$ cat config.mk
export PLATFORM = sky130hd
export DESIGN_NAME = shift_rows_unit
export DESIGN_NICKNAME = d
export VERILOG_FILES = /design/src/rtl/aes_pkg.sv /design/src/rtl/shift_rows_perm.sv /design/src/rtl/shift_rows_unit.sv
export SDC_FILE = /design/constraint.sdc
export NUM_CORES = 1
export LEC_CHECK = 0
export ABC_AREA = 1
export CELL_PAD_IN_SITES_DETAIL_PLACEMENT = 0
export CELL_PAD_IN_SITES_GLOBAL_PLACEMENT = 2
export CORE_ASPECT_RATIO = 1.4
export CORE_MARGIN = 2
export CORE_UTILIZATION = 24
export DETAILED_ROUTE_END_ITERATION = 12
export GPL_TIMING_DRIVEN = 0
export PLACE_DENSITY = 0.76
export SYNTH_ARGS = -nofsm -noshare
export SYNTH_HDL_FRONTEND = slang
export SYNTH_SLANG_ARGS = --single-unit
$ cat constraint.sdc
create_clock -name clk -period 1.3 [get_ports clk]
set_clock_uncertainty 0.05 [all_clocks]
set_input_delay 0.26 -clock clk [delete_from_list [all_inputs] [get_ports clk]]
set_output_delay 0.26 -clock clk [all_outputs]
set_load 0.05 [all_outputs]
$ cat src/rtl/aes_pkg.sv
// Shared AES/Rijndael definitions: ShiftRows offsets, byte addressing and
// the per-transaction direction enum.
package aes_pkg;

   typedef enum logic {
      SR_FWD = 1'b0,
      SR_INV = 1'b1
   } sr_mode_e;

   // Rijndael row offsets: rows 2 and 3 shift one extra column for 8-column blocks.
   function automatic int shift_row_offset(input int nb, input int r);
      if (r == 0) begin
         return 0;
      end
      if (nb == 8 && r >= 2) begin
         return r + 1;
      end
      return r;
   endfunction

   // Column-major byte numbering, byte 0 in the most significant position.
   function automatic int byte_idx(input int r, input int c);
      return 4 * c + r;
   endfunction

   function automatic bit nb_is_legal(input int nb);
      return (nb == 4) || (nb == 6) || (nb == 8);
   endfunction

endpackage

$ cat src/rtl/shift_rows_perm.sv
// Combinational ShiftRows / InvShiftRows byte permutation; every output byte
// is a 2:1 mux between its forward and inverse source bytes.
module shift_rows_perm
   import aes_pkg::*;
#(
   parameter int NB = 4
) (
   input  logic [32*NB-1:0] src_state,
   input  sr_mode_e         mode,
   output logic [32*NB-1:0] dst_state
);

   localparam int W = 32 * NB;

   generate
      for (genvar gi = 0; gi < 4; gi++) begin : g_row
         localparam int SHIFT = shift_row_offset(NB, gi);
         for (genvar gc = 0; gc < NB; gc++) begin : g_col
            localparam int DST     = byte_idx(gi, gc);
            localparam int FWD_SRC = byte_idx(gi, (gc + SHIFT) % NB);
            localparam int INV_SRC = byte_idx(gi, (gc - SHIFT + NB) % NB);
            assign dst_state[W-1-8*DST -: 8] = (mode == SR_INV) ?
                                               src_state[W-1-8*INV_SRC -: 8] :
                                               src_state[W-1-8*FWD_SRC -: 8];
         end
      end
   endgenerate

endmodule

$ cat src/rtl/shift_rows_unit.sv
// Pipelined ShiftRows stage: permutes on the way in, then holds results in an
// output register plus one skid entry so in_ready never depends on out_ready.
module shift_rows_unit
   import aes_pkg::*;
#(
   parameter int NB    = 4,
   parameter int TAG_W = 8
) (
   input  logic             clk,
   input  logic             rst,
   input  logic             in_valid,
   output logic             in_ready,
   input  logic             in_mode,
   input  logic [32*NB-1:0] in_state,
   input  logic [TAG_W-1:0] in_tag,
   output logic             out_valid,
   input  logic             out_ready,
   output logic [32*NB-1:0] out_state,
   output logic [TAG_W-1:0] out_tag,
   output logic [1:0]       occupancy
);

   localparam int W = 32 * NB;

   generate
      if (!nb_is_legal(NB)) begin : g_bad_nb
         $error("shift_rows_unit: NB must be 4, 6 or 8");
      end
   endgenerate

   logic [W-1:0]     perm_state;
   logic             acc;
   logic             pop;

   logic             oreg_valid_reg, oreg_valid_next;
   logic [W-1:0]     oreg_state_reg, oreg_state_next;
   logic [TAG_W-1:0] oreg_tag_reg, oreg_tag_next;
   logic             sreg_valid_reg, sreg_valid_next;
   logic [W-1:0]     sreg_state_reg, sreg_state_next;
   logic [TAG_W-1:0] sreg_tag_reg, sreg_tag_next;

   shift_rows_perm #(.NB(NB)) u_perm (
      .src_state (in_state),
      .mode      (sr_mode_e'(in_mode)),
      .dst_state (perm_state)
   );

   assign in_ready  = !sreg_valid_reg && !rst;
   assign acc       = in_valid && in_ready;
   assign pop       = oreg_valid_reg && out_ready;
   assign out_valid = oreg_valid_reg;
   assign out_state = oreg_state_reg;
   assign out_tag   = oreg_tag_reg;
   assign occupancy = {1'b0, oreg_valid_reg} + {1'b0, sreg_valid_reg};

   always_comb begin
      oreg_valid_next = oreg_valid_reg;
      oreg_state_next = oreg_state_reg;
      oreg_tag_next   = oreg_tag_reg;
      sreg_valid_next = sreg_valid_reg;
      sreg_state_next = sreg_state_reg;
      sreg_tag_next   = sreg_tag_reg;

      if (pop) begin
         if (sreg_valid_reg) begin
            // Skid entry moves forward; a new arrival refills the skid slot.
            oreg_state_next = sreg_state_reg;
            oreg_tag_next   = sreg_tag_reg;
            if (acc) begin
               sreg_state_next = perm_state;
               sreg_tag_next   = in_tag;
            end else begin
               sreg_valid_next = 1'b0;
            end
         end else if (acc) begin
            oreg_state_next = perm_state;
            oreg_tag_next   = in_tag;
         end else begin
            oreg_valid_next = 1'b0;
         end
      end else if (acc) begin
         if (!oreg_valid_reg) begin
            oreg_valid_next = 1'b1;
            oreg_state_next = perm_state;
            oreg_tag_next   = in_tag;
         end else begin
            sreg_valid_next = 1'b1;
            sreg_state_next = perm_state;
            sreg_tag_next   = in_tag;
         end
      end
   end

   always_ff @(posedge clk) begin
      if (rst) begin
         oreg_valid_reg <= 1'b0;
         oreg_state_reg <= '0;
         oreg_tag_reg   <= '0;
         sreg_valid_reg <= 1'b0;
         sreg_state_reg <= '0;
         sreg_tag_reg   <= '0;
      end else begin
         oreg_valid_reg <= oreg_valid_next;
         oreg_state_reg <= oreg_state_next;
         oreg_tag_reg   <= oreg_tag_next;
         sreg_valid_reg <= sreg_valid_next;
         sreg_state_reg <= sreg_state_next;
         sreg_tag_reg   <= sreg_tag_next;
      end
   end

endmodule
==> results of run 1 <==
[synth_stat cells]
| library cell | instances |
|---|---|
| nand2_1 | 818 |
| nor2_1 | 496 |
| dfxtp_1 | 274 |
| o21ai_0 | 155 |
| inv_1 | 148 |
| clkbuf_1 | 53 |
| buf_2 | 47 |
| a21oi_1 | 26 |
| nand3_1 | 24 |
| buf_4 | 23 |
| buf_1 | 6 |
| inv_2 | 3 |
| nand3_2 | 2 |
| buf_6 | 1 |
| ha_1 | 1 |
| nand2_2 | 1 |
| nor2_2 | 1 |
| nor2_4 | 1 |
[power breakdown]
group,internal (mW),total [mW],switching [mW]
Combinational,2.55,5.90,3.34
Clock,4.95,8.77,3.82
Sequential,8.90,9.29,0.393
Total,16.4,24.0,7.56
[tightest hold or removal path, delay by kind of cell]
family	cells	cell delay, ns
compound gates	1	0.13
buf+inv	1	0.42
simple gates	1	0.05
[metrics by stage]
stage	setup WS [ns]	instance area, um2	util, %
floorplan	-0.218	12900	-
global placement	-1.25	16600	31.8
detailed placement	-1.22	16600	31.8
CTS	-0.407	20100	38.5
global route	-0.457	22400	42.9
finish	-0.409	22400	42.9
[cell type report]
type                       count  area share (%)
antenna                        7          0.0782
buffer                       126            6.65
clock buffer                  42            3.83
clock inverter                 9           0.452
inverter                     151            2.64
multi-input combinational   1526            34.3
sequential                   274            25.4
tap                          707            3.95
timing repair buffer         370            22.7
[metal layers]
layer | GRT usage, % | routed length [um] | vias to the layer above
met5 | 0 | 66 | -
met4 | 5.55 | 1040 | 10
met3 | 3.70 | 2700 | 62
met2 | 36.3 | 30800 | 230
met1 | 22.5 | 22800 | 6329
li1 | - | - | 7051
[cells in the final DEF, fill, tap and decap left out, types with 23 or more instances in the layout]
cell             Yosys  routed
inv_1              148     146
buf_8                0     159
nor2_1             496     390
a21oi_1             26      24
clkbuf_1            53      24
nand2_2              1     144
dfxtp_2              0     125
buf_6                1      45
nand2_4              0      58
dfxtp_1            274     136
nand2_1            818     615
buf_12               0      34
nor2_2               1      44
clkbuf_16            0      61
o21ai_1              0      84
nor2_4               1      64
o21ai_2              0      50
clkdlybuf4s50_1      0     140
nand3_1             24      23
[worst paths after layout]
path / from / end / slack, ns / cells past startpoint
worst min register to register: sreg_state_reg[87] / sreg_state_reg[87] / 0.40 / 2
worst min-delay path: in_state[79] / sreg_state_reg[15] / 0.27 / 3
worst max-delay path: sreg_valid_reg / in_ready / -0.41 / 3
worst max register to register: sreg_valid_reg / out_state[67] / -0.37 / 10
[kinds of logic (layout without fill, tap and decap cells)]
family          count (synthesis)  in the layout  share of synthesized area, %
other cells                     0              7                             0
simple gates                 1343           1344                          40.1
flops                         274            274                          43.2
fa+ha+maj                       1              1                        0.0984
buf+inv                       281            698                          9.50
compound gates                181            181                          7.13
[what timing repair did]
action                      CTS  global route
resized for setup          1537           537
hold buffers                  0             0
setup endpoints to repair   413           413
gates cloned                 18            27
pin swaps                    48           192
buffers inserted             35            15
==> metrics.log, run 1 <==
INFO  metric critical_path_peak_fanout = 5
INFO  metric cts.clk_slew.worst_paths = 0.06 ns
INFO  metric port-buffer-count = 280
INFO  metric worstSkewPairLatency = 0.59 ns
INFO  metric final_net_count = 2622
INFO  metric timing.max_cap.violations = 0
INFO  metric tritoncts = built
INFO  metric run_status = finished with violations
INFO  metric globalplace.congestion = 0.808
INFO  metric viasPerCell = 4.26
INFO  metric synthCells = 2080
INFO  metric synthesis.area = 0.0127 mm2
INFO  metric totalNegativeSetupSlack = -93.25 ns
INFO  metric first_pass_iters = 5
INFO  metric placement_rows = 99
INFO  metric clock_sinks = 274
INFO  metric yosysTopAreaCell = dfxtp_1
INFO  metric drt_drc_violations_left = 0
INFO  metric fin_crit = 1.71 ns
INFO  metric numCtsBuffers = 31
INFO  metric timing_limited_maximum_frequency = 585 MHz
INFO  metric avgRoutedWirePerCell = 17.9 um
INFO  metric worstSetupEndpointType = output port
INFO  metric power.leakage = 10.4 nW
INFO  metric first_iter_violations = 582
INFO  metric core = 0.0523 mm2
INFO  metric grt-ovfl-total = 0
INFO  metric instance_count_after_placement_with_tap_cells_included = 3067
INFO  metric syn-mean-instance-area = 6.11 um2
INFO  metric peakVddDrop = 0.952 mV
INFO  metric ctsHtreeMaxLevel = 1
INFO  metric max_stage_delay = 0.39 ns
INFO  metric maxSlewHeadroom = 56.2%
INFO  metric timing.critical_path.arrival = 1.40 ns
INFO  metric detailedPlacementHpwl = 39600 um
INFO  metric cp.required = 0.99 ns
INFO  metric final_antenna_net_count = 0
INFO  metric final_cell_count_no_fill = 3212
INFO  metric yosys_register_bits = 274
INFO  metric area.sequential = 0.00569 mm2
INFO  metric vias_in_the_first_global_route = 13501
INFO  metric finalSetupViolations = 413
INFO  metric total_power = 24.0 mW
INFO  metric total_buffers_and_inverters_traversed_by_the_critical_path = 2
INFO  metric design.die.area = 0.0548 mm2
INFO  metric register_area_share_after_synthesis = 43.2%
INFO  metric worst_slew_pin_slew = 0.657 ns
INFO  metric grt_antenna_before_repair = 11
INFO  metric layout-drive-gt1-share = 35.8%
INFO  metric initial_core_util = 24.3%
INFO  metric via_count = 13682
INFO  metric drv_slew = 0
INFO  metric cts_buffer_depth = 3
INFO  metric critical_path.cell_chain = nor2_4 -> buf_6 -> buf_8
INFO  metric type_of_the_worst_min_delay_path = input pin to flip-flop
INFO  metric dieHeight = 276 um
INFO  metric timing_worst_setup_path_type = flip-flop to output port
INFO  metric power-per-cell-area = 1070 mW/mm2
INFO  metric grt_util_all_layers = 19.6%
INFO  metric post_synth_main_area_contributors = dfxtp_1, nand2_1, nor2_1
INFO  metric largest_net_degree_at_the_start_of_global_routing = 15
INFO  metric finalCritPeriodShare = 131%
INFO  metric detail_route.wirelength = 57500 um
INFO  metric die-width = 198 um
INFO  metric critical_path.top_delay_family = flip-flops
INFO  metric crit_slowest_cell = dfxtp_4
INFO  metric setup.worst_path.start_class = flip-flop
INFO  metric final.setup.worst_slack = -0.409 ns
INFO  metric top_level_ports = 281
INFO  metric areaGrowthSynthToFinish = 76.3%
INFO  metric clock_tree.root_cell = clkbuf_16
INFO  metric hold_slack = 0.267 ns
INFO  metric total_of_fill_cells_in_the_finished_design = 5383
INFO  metric grt_pass1_wl = 81600 um
INFO  metric ys_warn_count = 0
INFO  metric multiInputGateArea = 0.00768 mm2
INFO  metric syn-num-nets = 2222
INFO  metric rsz0062_at_grt = true
INFO  metric violations = setup timing
INFO  metric yosysTopAreaCellShare = 43.2%
INFO  metric ys_types = 18
INFO  metric finalHoldViolations = 0
Power figures use the tool's default switching activity.
==> inputs of run 2 (changes only) <==
Settings changed: MAX_ROUTING_LAYER from default to met4.
==> metrics.log, run 2 (synthesized netlist as in run 1, its figures left out) <==
INFO  metric r2r_setup_slack = -0.39 ns
INFO  metric finalCritPeriodShare = 131%
INFO  metric globalplace.congestion = 0.820
INFO  metric final_antenna_net_count = 0
INFO  metric grt_pass1_wl = 81600 um
INFO  metric type_of_the_worst_min_delay_path = input pin to flip-flop
INFO  metric instance_count_after_placement_with_tap_cells_included = 3067
INFO  metric final.setup.worst_slack = -0.408 ns
INFO  metric critical_path_peak_fanout = 5
INFO  metric worstSetupEndpointType = output port
INFO  metric layout-drive-gt1-share = 34.5%
INFO  metric grt_antenna_before_repair = 11
INFO  metric port-buffer-count = 280
INFO  metric design.die.area = 0.0548 mm2
INFO  metric top_usage_layer = met2
INFO  metric dp_slack = -1.22 ns
INFO  metric timing.critical_path.arrival = 1.40 ns
INFO  metric cp.required = 0.99 ns
INFO  metric globalRouteMet3Util = 3.54%
INFO  metric postCtsHoldBufs = 0
INFO  metric timing_worst_setup_path_type = flip-flop to output port
INFO  metric violations = setup timing
INFO  metric power.leakage = 10.3 nW
INFO  metric first_iter_violations = 569
INFO  metric via_count = 13680
INFO  metric run_status = finished with violations
INFO  metric setup.worst_path.start_class = flip-flop
INFO  metric detailedPlacementHpwl = 39600 um
INFO  metric hold-path-endpoint = sreg_state_reg[15]
INFO  metric detail_route.wirelength = 57300 um
INFO  metric viasPerCell = 4.26
INFO  metric grt_util_all_layers = 20.1%
INFO  metric min_path_cells = 3
INFO  metric top_level_ports = 281
INFO  metric timing.hold.worst.start = in_state[79]
INFO  metric fin_crit = 1.71 ns
INFO  metric numCtsBuffers = 31
INFO  metric ctsHtreeMaxLevel = 1
INFO  metric finalHoldViolations = 0
INFO  metric tritoncts = built
INFO  metric clock_tree.root_cell = clkbuf_16
INFO  metric area.sequential = 0.00569 mm2
INFO  metric timing.max_cap.violations = 0
INFO  metric grt-ovfl-total = 0
INFO  metric multiInputGateArea = 0.00754 mm2
INFO  metric worst_slew_pin_slew = 0.663 ns
INFO  metric die-width = 198 um
INFO  metric peakVddDrop = 0.952 mV
INFO  metric grt.met1_usage = 22.6%
INFO  metric first_pass_iters = 5
INFO  metric maxSlewHeadroom = 55.8%
INFO  metric final_cell_count_no_fill = 3214
INFO  metric timing_limited_maximum_frequency = 586 MHz
INFO  metric worstSkewPairLatency = 0.59 ns
INFO  metric cts_buffer_depth = 3
INFO  metric clock_sinks = 274
INFO  metric grt_use_met2 = 36.3%
INFO  metric dieHeight = 276 um
INFO  metric final_net_count = 2620
INFO  metric layout.cells.most_common = nand2_1
INFO  metric avgRoutedWirePerCell = 17.8 um
INFO  metric drv_slew = 0
INFO  metric ff2ff_path_depth = 10
INFO  metric finalSetupViolations = 413
INFO  metric rr_endpoint = out_state[67]
INFO  metric layout_common_cells = nand2_1, nor2_1, buf_8, inv_1, clkdlybuf4s50_1
INFO  metric totalNegativeSetupSlack = -92.62 ns
INFO  metric drt_drc_violations_left = 0
INFO  metric placement_rows = 99
INFO  metric power-per-cell-area = 1070 mW/mm2
INFO  metric cts.clk_slew.worst_paths = 0.07 ns
INFO  metric rsz0062_at_grt = true
INFO  metric areaGrowthSynthToFinish = 74.8%
INFO  metric vias_in_the_first_global_route = 13498
INFO  metric initial_core_util = 24.3%
INFO  metric largest_net_degree_at_the_start_of_global_routing = 15
INFO  metric core = 0.0523 mm2
INFO  metric regToRegStartpoint = sreg_valid_reg
INFO  metric total_of_fill_cells_in_the_finished_design = 5418
-- run 2: cell types whose count changed in the layout (fill, tap and decap cells not counted), moves of 2 or more --
cell       previous run  this run
nand2_4              58        52
o21ai_2              50        42
clkbuf_16            61        59
nand2_2             144       130
diode_2               7        11
nor2_4               64        61
nor2_1              390       393
o21ai_1              84        91
nand2_1             615       635
-- run 2: where the power goes --
group / total (mW) / internal [mW] / switching [mW] / leakage, nW
registers: 9.29 / 8.90 / 0.393 / 2.29
logic: 5.83 / 2.52 / 3.31 / 7.52
clock network: 8.75 / 4.95 / 3.80 / 0.471
-- run 2: worst max path at each step --
stage	startpoint	to	slack, ns	cells past startpoint
floorplan	sreg_valid_reg	out_state[0]	-0.22	8
global placement	rst	out_state[28]	-1.25	7
detailed placement	rst	out_state[4]	-1.22	7
CTS	sreg_valid_reg	occupancy[0]	-0.41	2
global route	sreg_valid_reg	in_ready	-0.46	3
finish	sreg_valid_reg	in_ready	-0.41	3
-- run 2: area by class of cell --
| type | instances | area share, % |
|---|---|---|
| diodes | 11 | 0.124 |
| repair buffers | 368 | 22.7 |
| clock buffers | 42 | 3.86 |
| multi-input cells | 1526 | 34.0 |
| well taps | 707 | 3.98 |
| inverters | 151 | 2.65 |
| flip-flops and latches | 274 | 25.6 |
| clock inverters | 9 | 0.456 |
| plain buffers | 126 | 6.65 |
-- run 2: critical path: stages (launching register included) --
cell,delay (ns)
dfxtp_4,0.39
nor2_4,0.17
buf_6,0.12
buf_8,0.13
-- run 2: per-layer routing --
metal / wire, um / vias to the layer above
li1: - / 7058
met1: 23000 / 6305
met2: 30500 / 261
met3: 2670 / 56
met4: 1140 / 0
met5: 0 / -
-- run 2: through the flow --
step	hold slack (ns)	cell area, um2	power (mW)	util (%)
global route	0.272	22200	25.0	42.5
finish	0.266	22200	23.9	42.5
CTS	0.232	20100	23.7	38.5
global placement	0.389	16600	13.7	31.8
floorplan	0.272	12900	11.9	-
detailed placement	0.394	16600	13.8	31.8
-- run 2: what timing repair did --
item / 4_1_cts / 5_1_grt
pin swaps: 48 / 171
setup endpoints to repair: 413 / 413
buffers inserted: 35 / 15
gates resized for setup: 1537 / 491
cloned: 18 / 25
